$ cat src/rtl/mem_reader_if.sv
// Read-side bundle of mem_reader: start/abort control, memory read port,
// output word stream and status.
interface mem_reader_if #(
    parameter int C_WORDSIZE = 8,
    parameter int C_MEMSIZE  = 4096,
    parameter int C_ADDRSIZE = $clog2(C_MEMSIZE)
);
    logic                  I_start;
    logic [C_ADDRSIZE-1:0] I_base;
    logic [C_ADDRSIZE:0]   I_len;
    logic                  I_abort;
    logic [C_ADDRSIZE-1:0] O_addr;
    logic [C_WORDSIZE-1:0] I_rdata;
    logic [C_WORDSIZE-1:0] O_word;
    logic                  O_valid;
    logic                  I_ready;
    logic                  O_busy;
    logic                  O_done;
    logic [C_WORDSIZE-1:0] O_xor;

    modport master (
        input  I_start, I_base, I_len, I_abort, I_rdata, I_ready,
        output O_addr, O_word, O_valid, O_busy, O_done, O_xor
    );

    modport slave (
        output I_start, I_base, I_len, I_abort, I_rdata, I_ready,
        input  O_addr, O_word, O_valid, O_busy, O_done, O_xor
    );
endinterface

$ cat src/rtl/mem_reader.sv
// Sweeps a wrap-around address range of the memory read port and streams
// the words out on valid/ready, keeping an XOR checksum of accepted words.
module mem_reader #(
    parameter int C_WORDSIZE = 8,
    parameter int C_MEMSIZE  = 4096,
    parameter int C_ADDRSIZE = $clog2(C_MEMSIZE)
) (
    input logic        I_clk,
    input logic        I_rst_n,
    mem_reader_if.master bus
);
    localparam logic [C_ADDRSIZE-1:0] LAST = C_ADDRSIZE'(C_MEMSIZE - 1);
    localparam logic [C_ADDRSIZE:0]   ONE  = (C_ADDRSIZE + 1)'(1);
    localparam logic [C_ADDRSIZE:0]   ZERO = '0;

    typedef enum logic [1:0] {IDLE, READ, DRAIN, DONE} state_t;

    state_t                state;
    logic [C_ADDRSIZE-1:0] addr;
    logic [C_ADDRSIZE:0]   remaining;
    logic [C_WORDSIZE-1:0] word;
    logic [C_WORDSIZE-1:0] xsum;
    logic                  valid;
    logic                  busy;
    logic                  done;
    logic                  accept;

    assign accept = valid && bus.I_ready;

    always_ff @(posedge I_clk or negedge I_rst_n) begin
        if (!I_rst_n) begin
            state     <= IDLE;
            addr      <= '0;
            remaining <= '0;
            word      <= '0;
            xsum      <= '0;
            valid     <= 1'b0;
            busy      <= 1'b0;
            done      <= 1'b0;
        end else if (bus.I_abort) begin
            state <= IDLE;
            valid <= 1'b0;
            busy  <= 1'b0;
            done  <= 1'b0;
        end else begin
            if (accept)
                xsum <= xsum ^ word;
            unique case (state)
                IDLE: begin
                    if (bus.I_start) begin
                        addr      <= bus.I_base;
                        remaining <= bus.I_len;
                        xsum      <= '0;
                        busy      <= 1'b1;
                        state     <= (bus.I_len != ZERO) ? READ : DONE;
                    end
                end
                READ: begin
                    if (!valid || bus.I_ready) begin
                        word      <= bus.I_rdata;
                        valid     <= 1'b1;
                        addr      <= (addr == LAST) ? '0 : addr + 1'b1;
                        remaining <= remaining - ONE;
                        if (remaining == ONE)
                            state <= DRAIN;
                    end
                end
                DRAIN: begin
                    if (accept) begin
                        valid <= 1'b0;
                        done  <= 1'b1;
                        state <= DONE;
                    end
                end
                DONE: begin
                    // An empty request arrives here with done low; it
                    // spends one cycle arming the pulse before leaving.
                    if (!done) begin
                        done <= 1'b1;
                    end else begin
                        done  <= 1'b0;
                        busy  <= 1'b0;
                        state <= IDLE;
                    end
                end
                default: state <= IDLE;
            endcase
        end
    end

    assign bus.O_addr  = addr;
    assign bus.O_word  = word;
    assign bus.O_valid = valid;
    assign bus.O_busy  = busy;
    assign bus.O_done  = done;
    assign bus.O_xor   = xsum;
endmodule

$ cat src/flat_wrapper.sv
// flat-port wrapper written by rule: the top's interface ports become plain ports
module mem_reader_flat 
#(
    parameter int C_WORDSIZE = 8,
    parameter int C_MEMSIZE  = 4096,
    parameter int C_ADDRSIZE = $clog2(C_MEMSIZE)
)
  (I_clk, I_rst_n, bus_I_start, bus_I_base, bus_I_len, bus_I_abort, bus_I_rdata, bus_I_ready, bus_O_addr, bus_O_word, bus_O_valid, bus_O_busy, bus_O_done, bus_O_xor);
  mem_reader_if #(.C_WORDSIZE(C_WORDSIZE), .C_MEMSIZE(C_MEMSIZE), .C_ADDRSIZE(C_ADDRSIZE)) bus_i ();
  input logic I_clk;
  input logic I_rst_n;
  input wire logic [$bits(bus_i.I_start)-1:0] bus_I_start;
  input wire logic [$bits(bus_i.I_base)-1:0] bus_I_base;
  input wire logic [$bits(bus_i.I_len)-1:0] bus_I_len;
  input wire logic [$bits(bus_i.I_abort)-1:0] bus_I_abort;
  input wire logic [$bits(bus_i.I_rdata)-1:0] bus_I_rdata;
  input wire logic [$bits(bus_i.I_ready)-1:0] bus_I_ready;
  output wire logic [$bits(bus_i.O_addr)-1:0] bus_O_addr;
  output wire logic [$bits(bus_i.O_word)-1:0] bus_O_word;
  output wire logic [$bits(bus_i.O_valid)-1:0] bus_O_valid;
  output wire logic [$bits(bus_i.O_busy)-1:0] bus_O_busy;
  output wire logic [$bits(bus_i.O_done)-1:0] bus_O_done;
  output wire logic [$bits(bus_i.O_xor)-1:0] bus_O_xor;
  assign bus_i.I_start = bus_I_start;
  assign bus_i.I_base = bus_I_base;
  assign bus_i.I_len = bus_I_len;
  assign bus_i.I_abort = bus_I_abort;
  assign bus_i.I_rdata = bus_I_rdata;
  assign bus_i.I_ready = bus_I_ready;
  assign bus_O_addr = bus_i.O_addr;
  assign bus_O_word = bus_i.O_word;
  assign bus_O_valid = bus_i.O_valid;
  assign bus_O_busy = bus_i.O_busy;
  assign bus_O_done = bus_i.O_done;
  assign bus_O_xor = bus_i.O_xor;
  mem_reader #(.C_WORDSIZE(C_WORDSIZE), .C_MEMSIZE(C_MEMSIZE), .C_ADDRSIZE(C_ADDRSIZE)) u_core (.I_clk(I_clk), .I_rst_n(I_rst_n), .bus(bus_i));
endmodule
$ cat config.mk
export PLATFORM = sky130hd
export DESIGN_NAME = mem_reader_flat
export DESIGN_NICKNAME = d
export VERILOG_FILES = /design/src/rtl/mem_reader_if.sv /design/src/rtl/mem_reader.sv /design/src/flat_wrapper.sv
export SDC_FILE = /design/constraint.sdc
export NUM_CORES = 1
export LEC_CHECK = 0
export ABC_AREA = 1
export CAP_MARGIN = 20
export CORE_AREA = 3 3 79 81
export DETAILED_ROUTE_END_ITERATION = 12
export DIE_AREA = 0 0 82 84
export PLACE_DENSITY_LB_ADDON = 0.2
export SYNTH_ARGS = -nofsm -noshare
export SYNTH_HDL_FRONTEND = slang
export SYNTH_SLANG_ARGS = --single-unit
$ cat constraint.sdc
create_clock -name I_clk -period 1.9 [get_ports I_clk]
set_clock_uncertainty 0.1 [all_clocks]
set_input_delay 0.38 -clock I_clk [delete_from_list [all_inputs] [get_ports I_clk]]
set_output_delay 0.38 -clock I_clk [all_outputs]
set_load 0.02 [all_outputs]
Word-level counts from Yosys, hierarchy flattened
Cells that the tools add are included.
Widths: inputs -> output; s select.
{"block": "totals", "ff_bits": 46, "latch_bits": 0, "mem_bits_rw": 0, "rom_bits": 0, "inputBits": 38, "out_inout_bits": 31, "wordCells": 69, "memories": 0}
{"block": "op_classes", "addsub": 2, "n_mul": 0, "div_mod_pow": 0, "magnitude_cmp": 0, "eq_ne": 12, "n_shift": 0, "n_mux": 30, "bitwise": 2, "n_reduce_logical": 15}
{"op": "$mux 12", "n": 3}
{"op": "$mux 13", "n": 2}
{"op": "$pmux 13 s2", "n": 1}
{"op": "$mux 8", "n": 3}
{"op": "$pmux 12 s2", "n": 1}
{"op": "$mux 2", "n": 7}
{"op": "$eq 13x1->1 const B", "n": 1}
{"op": "$reduce_bool 13->1", "n": 1}
{"op": "$sub 13x1->13 const B", "n": 1}
{"op": "$add 12x1->12 const B", "n": 1}
{"op": "$eq 12x12->1 const B", "n": 1}
{"op": "$ne 3x2->1 const B", "n": 4}
{"op": "$mux 1", "n": 9}
{"op": "$reduce_and 3->1", "n": 3}
{"op": "$reduce_bool 3->1", "n": 3}
{"op": "$pmux 2 s4", "n": 1}
{"op": "$xor 8x8->8", "n": 1}
{"op": "$pmux 1 s2", "n": 3}
{"op": "$reduce_and 5->1", "n": 1}
{"op": "$eq 2x2->1 const B", "n": 2}
{"op": "$reduce_and 4->1", "n": 1}
{"op": "$ne 3x3->1 const B", "n": 1}
{"op": "$eq 2x1->1 const B", "n": 1}
{"op": "$logic_not 2->1", "n": 1}
{"op": "8 further kinds", "n": 8}

Logic depth before layout (Yosys ltp)
Gate-level depths: netlist of run 1.
{"block": "logic_depth", "ltp_word": 5, "mapped_depth": 11, "mapped_depth_nobuf": 11}

Worst setup path after synthesis of run 1
No wires, ideal clock.
{"block": "synth_timing", "path_kind": "reg2reg", "startpoint": "reg u_core.addr[1], in the netlist u_core.bus.O_addr[1]", "endpoint": "reg u_core.addr[3], in the netlist u_core.bus.O_addr[3]", "setup_ns": 0.125, "arrival_time_ns": 1.436, "required_time_ns": 1.675, "path_slack_ns": 0.239, "path_stages_with_launch": 9, "n_path_buf": 0, "synth_period_minus_slack_ns": 1.661, "path_cell_list": "dfrtp_1 -> ha_1 -> nand2_1 -> nor2_1 -> nand2_1 -> inv_1 -> nand3_1 -> o211ai_1 -> a21oi_2"}
{"block": "synth_via", "elab_chain_cells": 4, "elab_cells_between_ends": 5, "classes_between": "1 x add/sub; 1 x eq/ne; 3 x mux"}
{"element": "start, declared", "line": "mem_reader.sv:19", "text": "logic [C_ADDRSIZE-1:0] addr;"}
{"element": "start signal, assigned", "line": "mem_reader.sv:51", "text": "addr <= bus.I_base;"}
{"element": "start signal, assigned", "line": "mem_reader.sv:62", "text": "addr <= (addr == LAST) ? '0 : addr + 1'b1;"}
{"element": "$add 12x1->12 / $eq 12x12->1 (equally long branches)", "line": "mem_reader.sv:62"}
{"element": "$mux 12 *", "line": "mem_reader.sv:62"}
{"element": "$mux 12 *", "line": "mem_reader.sv:59", "text": "if (!valid || bus.I_ready) begin"}
{"element": "$pmux 12 s2 *", "line": "mem_reader.sv:48", "text": "unique case (state)"}
Every way passes the cells marked *; elsewhere a longest branch is shown, timed or not. The select of a mux whose other input is x is not followed.
A chain may end at the register's enable or synchronous reset.

Final worst setup path of run 1
{"block": "layout_timing", "startpoint": "reg u_core.valid, in the netlist u_core.bus.O_valid", "endpoint": "out bus_O_valid"}
{"element": "start, declared", "line": "mem_reader.sv:23", "text": "logic valid;"}
{"element": "start signal, assigned", "line": "mem_reader.sv:37", "text": "valid <= 1'b0;"}
{"element": "start signal, assigned", "line": "mem_reader.sv:42", "text": "valid <= 1'b0;"}
{"element": "start signal, assigned", "line": "mem_reader.sv:61", "text": "valid <= 1'b1;"}
{"element": "end, declared", "line": "flat_wrapper.sv:20", "text": "output wire logic [$bits(bus_i.O_valid)-1:0] bus_O_valid;"}
No word-level cell between the ends.

==> results of run 1 <==
## synthesized netlist by cell type (all sizes together)
cell type	number	area (µm²)
o21ai	32	163.9
xor2	3	26.28
nor3	11	60.06
nand3	25	125.1
a21oi	31	162.7
nand4	2	12.51
nor2	31	118.9
o21bai	1	7.510
xnor2	1	8.760
a22oi	5	37.54
mux2	8	90.09
o22ai	3	18.77
dfrtp	46	1151
and3	8	50.05
o211ai	4	30.03
or2	3	18.77
buf	8	47.54
clkbuf	3	11.26
a21boi	4	30.02
a2bb2oi	3	38.79
nand2	76	290.3
ha	7	87.58
inv	45	168.9
## what timing repair did
action                                  CTS  global route
endpoints found under the setup margin    0            15
setup buffers                             0             0
hold endpoints to repair                 18             0
resized for setup                         0            10
hold buffers                              1             0
## flip-flops by register name, indices dropped and copies added (netlist names)
signal and count:
u_core.bus.O_addr 12, u_core.state 2, u_core.bus.O_xor 8, u_core.bus.O_valid 1, u_core.bus.O_word 8, u_core.remaining 13
u_core.bus.O_done 1, u_core.bus.O_busy 1
## cells by family (layout without fill, tap and decap cells)
family	Yosys count	in the layout
flip-flops	46	46
buffers and inverters	56	139
AO/OA/AOI/OAI	83	83
AND/OR/NAND/NOR	156	156
XOR/XNOR	4	4
adder cells (fa/ha/maj)	7	7
multiplexers	8	8
## metal layers
layer	global-route usage	vias up	wire, µm
li1	-	1357	-
met1	0.2847	1246	3069
met2	0.3350	81	3240
met3	0.06156	6	505
met4	0.04381	0	35
met5	0	-	0
## worst paths after layout
kind                            slack (ns)              endpoint                  from  cells past startpoint
worst min register to register        0.38  u_core.remaining[11]  u_core.remaining[11]                      2
max in group asynchronous             0.61   u_core.bus.O_xor[0]               I_rst_n                      3
worst max register to register        0.19   u_core.remaining[9]       u_core.state[0]                      9
min in group asynchronous             0.46   u_core.remaining[5]               I_rst_n                      2
worst max-delay path                  0.07           bus_O_valid    u_core.bus.O_valid                      1
worst min-delay path                  0.38  u_core.remaining[11]  u_core.remaining[11]                      2
## power groups by stage
stage / logic [mW] / registers (mW) / clock network, mW
final: 3.43 / 1.87 / 0.610
after global routing: 3.82 / 1.96 / 0.668
after CTS: 3.41 / 1.87 / 0.627
after detailed placement: 3.40 / 1.87 / 0
after global placement: 3.34 / 1.87 / 0
after floorplan: 1.77 / 2.20 / 0
## final cells by class
class	instances	area (µm²)
flip-flops and latches	46	1151
clock inverters	2	13.76
fillers	486	1805
inverters	45	168.9
clock buffers	6	72.57
well taps	72	90.09
multi-input cells	258	1403
repair buffers	86	835.8
==> run_results.csv, run 1 <==
group,metric,value,unit
run_status,outcome,"complete, no violations",
cts,numCtsBuffers,5,
drt,vias_per_cell,5.223,
logic_synthesis,netlist_instances,360,
layout,most-common-layout-cells,"74 x nand2_1, 63 x clkdlybuf4s50_1, 46 x dfrtp_1",
power,swShare,0.4490,
logic_synthesis,syn-cell-area,0.002756,mm²
die,die_w,82,µm
worst_setup_path,critical_path.top_delay_family,"buffers and inverters",
logic_synthesis,synth-compound-area-share,0.1775,
global_routing,antenna_found_initial,0,
drt,vias,2690,
worst_setup_path,worstPathMaxFanout,5,
logic_synthesis,syn-num-nets,405,
logic_synthesis,yosys.area_share.adder,0.03177,
sta,setup_ws,0.06756,ns
sta,slew_violations,0,
power,p_leak,1.768,nW
placement,place_area,0.003603,mm²
placement,portBuffers,68,
power,p_int,3.259,mW
logic_synthesis,synthSimpleGateAreaFrac,0.2451,
die,die-area,0.006888,mm²
sta,finalSetupViolCount,0,
cts,htree_levels,2,
logic_synthesis,postSynthAreaPerCell,7.657,µm²
cts,root_buffer,"clkbuf_8",
cts,clk_path_buf_depth,2,
die,row_count,27,
sta,rsz0062_at_grt,"no",
die,fp.coreArea,0.005540,mm²
layout,syn_to_final_growth,35.50,%
global_routing,track_usage,0.2115,
cts,cts_sinks,46,
sta,finalHoldViolations,0,
worst_setup_path,slowest_delay,0.63,ns
sta,max_freq,545.7,MHz
sta,layout_min_cycle_time,1.832,ns
layout,layout-drive-gt1-share,0.1196,
sta,slew_headroom,0.6758,
global_routing,grt-ovfl-total,0,
layout,utilization,0.6741,
cts,cts_tree,"done",
drt,ant_nets,0,
worst_setup_path,worstSetupPathType,"reg2out",
worst_setup_path,cpMaxStageDelayCell,"clkdlybuf4s50_1",
placement,dp_cells,506,
logic_synthesis,ys_types,35,
logic_synthesis,ys_ff_latch,46,
sta,tns,0,ns
placement,dpl.hpwl,5036,µm
cts,worst_skew_pair.late_latency,0.30,ns
global_routing,grt_first_pass_wirelength,11720,µm
logic_synthesis,synth-xor-area-share,0.01271,
layout,fin_nets,487,
drt,wl,6850,µm
logic_synthesis,synth_top_family_by_area,"simple AND/OR/NAND/NOR gates",
layout,fin_area,0.003735,mm²
layout,final_common_cell,"nand2_1",
sta,tightest_slew,0.4864,ns
sta,min_period_over_period,0.9644,
logic_synthesis,synthMuxAreaShare,0.03268,
logic_synthesis,synth-seq-area-share,0.4176,
die,initial_core_util,0.4975,
placement,post-place-ws,-0.04945,ns
die,chipHeight,84,µm
global_routing,grt_max_degree,33,
power,p_per_area,1584,mW/mm²
layout,fin_cells,515,
worst_setup_path,path_buf_inv,1,
worst_setup_path,crit_arrival,1.35,ns
hold_path,worstHoldPathType,"reg2reg",
worst_setup_path,required,1.42,ns
drt,firstDrtPassIters,4,
die,io_pins,69,
power,seqPwrFrac,0.316,
power,power.total,5.915,mW
worst_setup_path,end_kind,"output port",
flow_run,cap_violations,0,
layout,diodes,0,
worst_setup_path,crit_path_start_kind,"flip-flop",
drt,drt_iter0_markers,163,
power,power.share.clock,0.103,
power,p_sw,2.656,mW
placement,gp_congestion,0.8822,
cts,cts.clk_slew.worst_paths,0.09,ns
power,ir_worst_vdd,894.8,µV
power,pwr-share-comb,0.580,
sta,holdWs,0.3802,ns
global_routing,first_global_vias,2617,
worst_setup_path,crit_chain,"clkdlybuf4s50_1",
drt,drc,0,
drt,drt-wirelength-per-cell,13.30,µm
logic_synthesis,ys_warn_count,0,
Note: power is estimated with default switching activity, not from simulation.
==> inputs of run 2 (changes only) <==
--- a/config.mk
+++ b/config.mk
@@ -5,11 +5,11 @@
 export SDC_FILE = /design/constraint.sdc
 export NUM_CORES = 1
 export LEC_CHECK = 0
-export ABC_AREA = 1
 export CAP_MARGIN = 20
-export CORE_AREA = 3 3 79 81
+export CORE_AREA = 2 2 77 79
 export DETAILED_ROUTE_END_ITERATION = 12
-export DIE_AREA = 0 0 82 84
+export DIE_AREA = 0 0 79 81
+export MAX_ROUTING_LAYER = met4
 export PLACE_DENSITY_LB_ADDON = 0.2
 export SYNTH_ARGS = -nofsm -noshare
 export SYNTH_HDL_FRONTEND = slang
==> run 2 against run 1 <==
  * Critical endpoint is now u_core.bus.O_addr[8]
  * Synthesized area fell by 3.5%
  * Die area down 7.1%
  * The run now ends with setup timing left
  * Clock-buffer cell count shrank 1
  * Largest power group unchanged
  * Via count down 3.9%
==> run_results.csv, run 2 <==
group,metric,value,unit
layout,utilization,0.7154,
layout,fin_nets,436,
layout,layout-drive-gt1-share,0.2577,
logic_synthesis,netlist_top_cells_count,"46 x dfrtp_1, 26 x nor2_1, 23 x nand2_1",
sta,rsz0062_at_grt,"yes",
drt,vias,2585,
layout,fin_area,0.004060,mm²
layout,largest_reg_flops,13,
placement,gp_congestion,0.8893,
logic_synthesis,netlist_instances,283,
drt,drc,0,
worst_setup_path,reg2reg_to,"u_core.bus.O_addr[8]",
placement,portBuffers,68,
global_routing,track_usage,0.2342,
sta,finalHoldViolations,0,
global_routing,grt_first_pass_wirelength,11450,µm
hold_path,worstHoldPathType,"in2async",
cts,cts.clk_slew.worst_paths,0.09,ns
layout,top_register,"u_core.remaining",
die,die-area,0.006399,mm²
drt,vias_per_cell,5.535,
global_routing,first_global_vias,2430,
die,chipHeight,81,µm
logic_synthesis,ys_ff_latch,46,
cts,worst_skew_pair.late_latency,0.30,ns
logic_synthesis,synth-seq-area-share,0.4327,
cts,htree_levels,2,
die,row_count,28,
cts,cts_tree,"done",
power,p_per_area,1530,mW/mm²
sta,slew_violations,0,
worst_setup_path,ff2ff_path_depth,5,
run_status,violations,"setup timing",
worst_setup_path,crit_arrival,2.02,ns
worst_setup_path,worstPathMaxFanout,6,
die,fp.coreArea,0.005675,mm²
power,ir_worst_vdd,654.2,µV
logic_synthesis,synth_edf_count,0,
sta,min_period_over_period,1.012,
layout,syn_to_final_growth,52.63,%
worst_setup_path,worstSetupPathType,"reg2reg",
worst_setup_path,r2r-start,"u_core.state[0]",
cts,clk_path_buf_depth,2,
layout,most-common-layout-cells,"56 x clkdlybuf4s50_1, 39 x dfrtp_1, 38 x buf_4",
power,p_leak,1.728,nW
drt,drt-wirelength-per-cell,15.20,µm
layout,diodes,0,
cts,cts_sinks,46,
die,initial_core_util,0.4687,
logic_synthesis,postSynthAreaPerCell,9.399,µm²
drt,wl,7097,µm
sta,setup_ws,-0.02320,ns
worst_setup_path,end_kind,"flip-flop",
cts,numCtsBuffers,5,
power,power.total,6.211,mW
logic_synthesis,synth_top_area_share,0.4327,
logic_synthesis,synth.area.top_cells,"dfrtp_1 43%, nor2_1 3.7%, mux2_2 3.4%",
logic_synthesis,yosysMostFrequentCell,"dfrtp_1",
sta,tightest_slew,0.3640,ns
logic_synthesis,ys_types,51,
sta,slew_headroom,0.7551,
global_routing,antenna_found_initial,0,
layout,fin_cells,467,
drt,firstDrtPassIters,4,
logic_synthesis,syn-cell-area,0.002660,mm²
flow_run,cap_violations,0,
die,die_w,79,µm
worst_setup_path,r2r_setup_slack,-0.02,ns
run_status,outcome,"finished, violations left",
logic_synthesis,syn-num-nets,328,
sta,layout_min_cycle_time,1.923,ns
layout,fill_cells,440,
placement,dp_cells,451,
logic_synthesis,ys_warn_count,0,
cts,root_buffer,"clkbuf_8",
logic_synthesis,yosysTopAreaCell,"dfrtp_1",
sta,finalSetupViolCount,2,
drt,drt_iter0_markers,131,
sta,max_freq,520.0,MHz
worst_setup_path,crit_path_start_kind,"flip-flop",
die,io_pins,69,
logic_synthesis,synth_flop_cell,"dfrtp_1",
logic_synthesis,synth-async-reset-ratio,1.000,
worst_setup_path,required,1.99,ns
global_routing,grt_max_degree,44,
global_routing,grt-ovfl-total,0,
placement,place_area,0.003741,mm²
placement,dpl.hpwl,5049,µm
drt,ant_nets,0,
layout,final_common_cell,"clkdlybuf4s50_1",
==> run 2: stage by stage <==
stage	hold slack [ns]	TNS [ns]	setup WS [ns]
after floorplan	-0.01559	-0.02461	-0.02461
final	0.3037	-0.02530	-0.02320
after CTS	0.3004	-0.01316	-0.01316
after detailed placement	0.09886	-6.003	-0.2600
after global routing	0.2996	-0.3439	-0.06091
after global placement	0.09850	-4.936	-0.2635
==> run 2: logic make-up after synthesis <==
kind of cell,synth area share
buffers and inverters,0.04045
xor gates and xnor gates,0.02634
DFF,0.4327
AOI/OAI and AO/OA,0.2263
and+or+nand+nor,0.1999
muxes,0.04139
adders and majority gates,0.03292
==> run 2: critical path: stages, from the launching register on <==
cell	delay (ns)
dfrtp_2	0.45
ha_4	0.19
and3b_1	0.20
or3_4	0.40
a22o_1	0.24
a211o_1	0.24
==> run 2: cell type report <==
type | count | area, µm² | share of cell area
Clock buffer | 5 | 68.82 | 0.01695
Clock inverter | 3 | 43.79 | 0.01079
Inverter | 14 | 52.55 | 0.01294
Multi-Input combinational cell | 209 | 1553 | 0.3824
Sequential cell | 46 | 1160 | 0.2857
Tap cell | 75 | 93.84 | 0.02311
Timing Repair Buffer | 115 | 1089 | 0.2681
==> run 2: power breakdown <==
group | leakage (nW) | internal (mW) | switching, mW
Combinational | 1.11 | 1.82 | 1.74
Clock | 0.0585 | 0.395 | 0.353
Sequential | 0.556 | 1.44 | 0.463
==> run 2: worst max-delay path by stage <==
stage | from | end | depth (start not counted)
final | u_core.state[0] | u_core.bus.O_addr[8] | 5
after global routing | u_core.state[0] | u_core.bus.O_addr[8] | 5
after CTS | u_core.bus.O_addr[8] | bus_O_addr[8] | 1
after detailed placement | bus_I_ready | u_core.remaining[12] | 6
after global placement | bus_I_ready | u_core.bus.O_addr[8] | 6
after floorplan | u_core.bus.O_addr[6] | u_core.bus.O_addr[10] | 4
==> run 2: per-layer routing <==
layer | track usage | routed length (µm) | share of wire | vias to the layer above
met5 | - | 0 | 0 | -
met4 | 0.08103 | 123 | 0.017 | 0
met3 | 0.04111 | 372 | 0.052 | 12
met2 | 0.3856 | 3619 | 0.51 | 74
met1 | 0.2940 | 2982 | 0.42 | 1233
li1 | - | - | - | 1266
==> run 2: timing repair <==
item | in CTS | in global routing
gates resized for setup | 19 | 29
pin swaps | 4 | 6
setup buffers | 1 | 6
hold buffers | 1 | 0
endpoints found under the setup margin | 28 | 20
hold endpoints to repair | 3 | 0
==> inputs of run 3 (changes only) <==
--- a/config.mk
+++ b/config.mk
@@ -14,3 +14,4 @@
 export SYNTH_ARGS = -nofsm -noshare
 export SYNTH_HDL_FRONTEND = slang
 export SYNTH_SLANG_ARGS = --single-unit
+export TNS_END_PERCENT = 30
==> run 3 against run 2 <==
  * Via count grew 0.66%
  * Die area is the same
  * Critical path type unchanged
  * Global-route usage is essentially flat
  * Wire length shrank 0.38%
  * The run still ends with setup timing left
  * Non-clock buffer count shrank 1
  * Sequential share of layout area is essentially flat
==> run_results.csv, run 3 (same netlist as run 2, synthesis figures left out) <==
group,metric,value,unit
global_routing,use_met1,0.2940,
global_routing,antenna_found_initial,0,
layout,regArea,0.001160,mm²
drt,drt_iter0_markers,119,
cts,cts.clk_slew.worst_paths,0.09,ns
layout,final_common_cell,"clkdlybuf4s50_1",
drt,vias_per_cell,5.584,
power,p_sw,2.557,mW
cts,worst_skew_pair.late_latency,0.30,ns
drt,ant_nets,0,
worst_setup_path,worstPathMaxFanout,8,
layout,fin_nets,435,
global_routing,track_usage,0.2339,
placement,post-place-ws,-0.2600,ns
sta,tns,-0.01410,ns
power,seqPwrFrac,0.307,
cts,cts_sinks,46,
sta,layout_min_cycle_time,1.908,ns
sta,slew_headroom,0.7502,
worst_setup_path,worstSetupPathType,"reg2reg",
worst_setup_path,required,2.00,ns
drt,drt-wirelength-per-cell,15.17,µm
power,power.share.clock,0.120,
layout,largest_reg_flops,13,
cts,htree_levels,2,
sta,rsz0062_at_grt,"yes",
power,p_per_area,1530,mW/mm²
die,die_w,79,µm
layout,multi_input_area,0.001560,mm²
worst_setup_path,crit_arrival,2.01,ns
layout,most-common-layout-cells,"56 x clkdlybuf4s50_1, 39 x dfrtp_1, 36 x buf_4",
sta,tightest_slew,0.3713,ns
sta,finalHoldViolations,0,
die,fp.coreArea,0.005675,mm²
worst_setup_path,end_kind,"flip-flop",
layout,syn_to_final_growth,52.78,%
global_routing,grt_first_pass_wirelength,11430,µm
global_routing,grt-ovfl-total,0,
layout,fill_cells,439,
sta,min_period_over_period,1.004,
hold_path,worstHoldPathType,"in2async",
drt,wl,7070,µm
layout,layout-drive-gt1-share,0.2609,
drt,firstDrtPassIters,4,
power,p_int,3.659,mW
flow_run,cap_violations,0,
global_routing,grt_max_degree,44,
run_status,outcome,"finished, violations left",
sta,setup_ws,-0.007744,ns
run_status,violations,"setup timing",
die,die-area,0.006399,mm²
die,row_count,28,
power,p_leak,1.726,nW
global_routing,met3_usage,0.04111,
die,initial_core_util,0.4687,
worst_setup_path,crit_path_start_kind,"flip-flop",
drt,drc,0,
power,power.total,6.217,mW
placement,dpl.hpwl,5049,µm
sta,finalSetupViolCount,2,
global_routing,grt_busiest_layer,"met2",
die,chipHeight,81,µm
sta,max_freq,524.2,MHz
cts,numCtsBuffers,5,
sta,slew_violations,0,
global_routing,met2_usage,0.3847,
power,ir_worst_vdd,628.8,µV
layout,diodes,0,
global_routing,first_global_vias,2429,
cts,clk_path_buf_depth,2,
cts,root_buffer,"clkbuf_8",
cts,cts_tree,"done",
placement,gp_congestion,0.8893,
drt,vias,2602,
power,swShare,0.4114,
die,io_pins,69,
power,pwr-share-comb,0.574,
placement,portBuffers,68,
layout,top_register,"u_core.remaining",
-- run 3: changes by cell type in the layout (fill, tap and decap cells not counted) --
cell / change
buf_6: +1
nand2_2: +1
nor3_2: +1
nor3_1: -1
o21ai_0: +1
o21ai_1: -1
buf_4: -2
nand2_1: -1
-- run 3: area by class of cell --
type,count,area share
Clock buffer,5,0.01693
Clock inverter,3,0.01078
Inverter,14,0.01293
Multi-Input combinational cell,209,0.3839
Sequential cell,46,0.2854
Tap cell,75,0.02309
Timing Repair Buffer,114,0.2669
-- run 3: power by group through the flow --
stage                     clock network [mW]  registers, mW  logic, mW
after global routing                   0.802           1.97       3.89
after global placement                     0           1.86       3.25
after floorplan                            0           2.24       1.46
after CTS                              0.761           1.88       3.37
after detailed placement                   0           1.88       3.32
final                                  0.745           1.91       3.57
-- run 3: timing repair --
action / CTS / global route
setup endpoints to repair: 28 / 20
pin swaps: 3 / 7
endpoints found under the hold margin: 3 / 0
gates resized for setup: 18 / 32
hold buffers: 1 / 0
buffers inserted: 1 / 6
-- run 3: final timing paths --
path,start,endpoint,slack [ns],cells past startpoint
worst max register to register,u_core.state[0],u_core.bus.O_addr[2],-0.008,9
max in group asynchronous,I_rst_n,u_core.state[0],0.93,3
worst min register to register,u_core.bus.O_addr[11],u_core.bus.O_addr[11],0.43,1
worst max-delay path,u_core.state[0],u_core.bus.O_addr[2],-0.008,9
worst min-delay path,I_rst_n,u_core.bus.O_addr[2],0.30,2
min in group I_clk,u_core.bus.O_addr[11],u_core.bus.O_addr[11],0.43,1
-- run 3: worst max-delay path: stages, from the launching register on --
cell and delay, ns:
dfrtp_2 0.45, inv_2 0.09, ha_4 0.14, mux2i_2 0.22, buf_4 0.16, nor3_4 0.05, buf_6 0.13, buf_6 0.13
buf_6 0.11, o221a_4 0.24
-- run 3: metrics by stage --
step	utilization	cells	cell area, µm²	hold slack (ns)
global placement	0.6592	451	3741	0.09850
global route	0.7160	466	4064	0.3012
CTS	0.6894	461	3913	0.3004
detailed placement	0.6592	451	3741	0.09886
finish	0.7160	466	4064	0.3049
floorplan	-	283	2698	-0.01559
-- run 3: layer usage --
metal | up-vias | part of all wire
met4 | 0 | 0.018
met3 | 11 | 0.051
li1 | 1266 | -
met1 | 1246 | 0.44
met2 | 79 | 0.49
met5 | - | 0
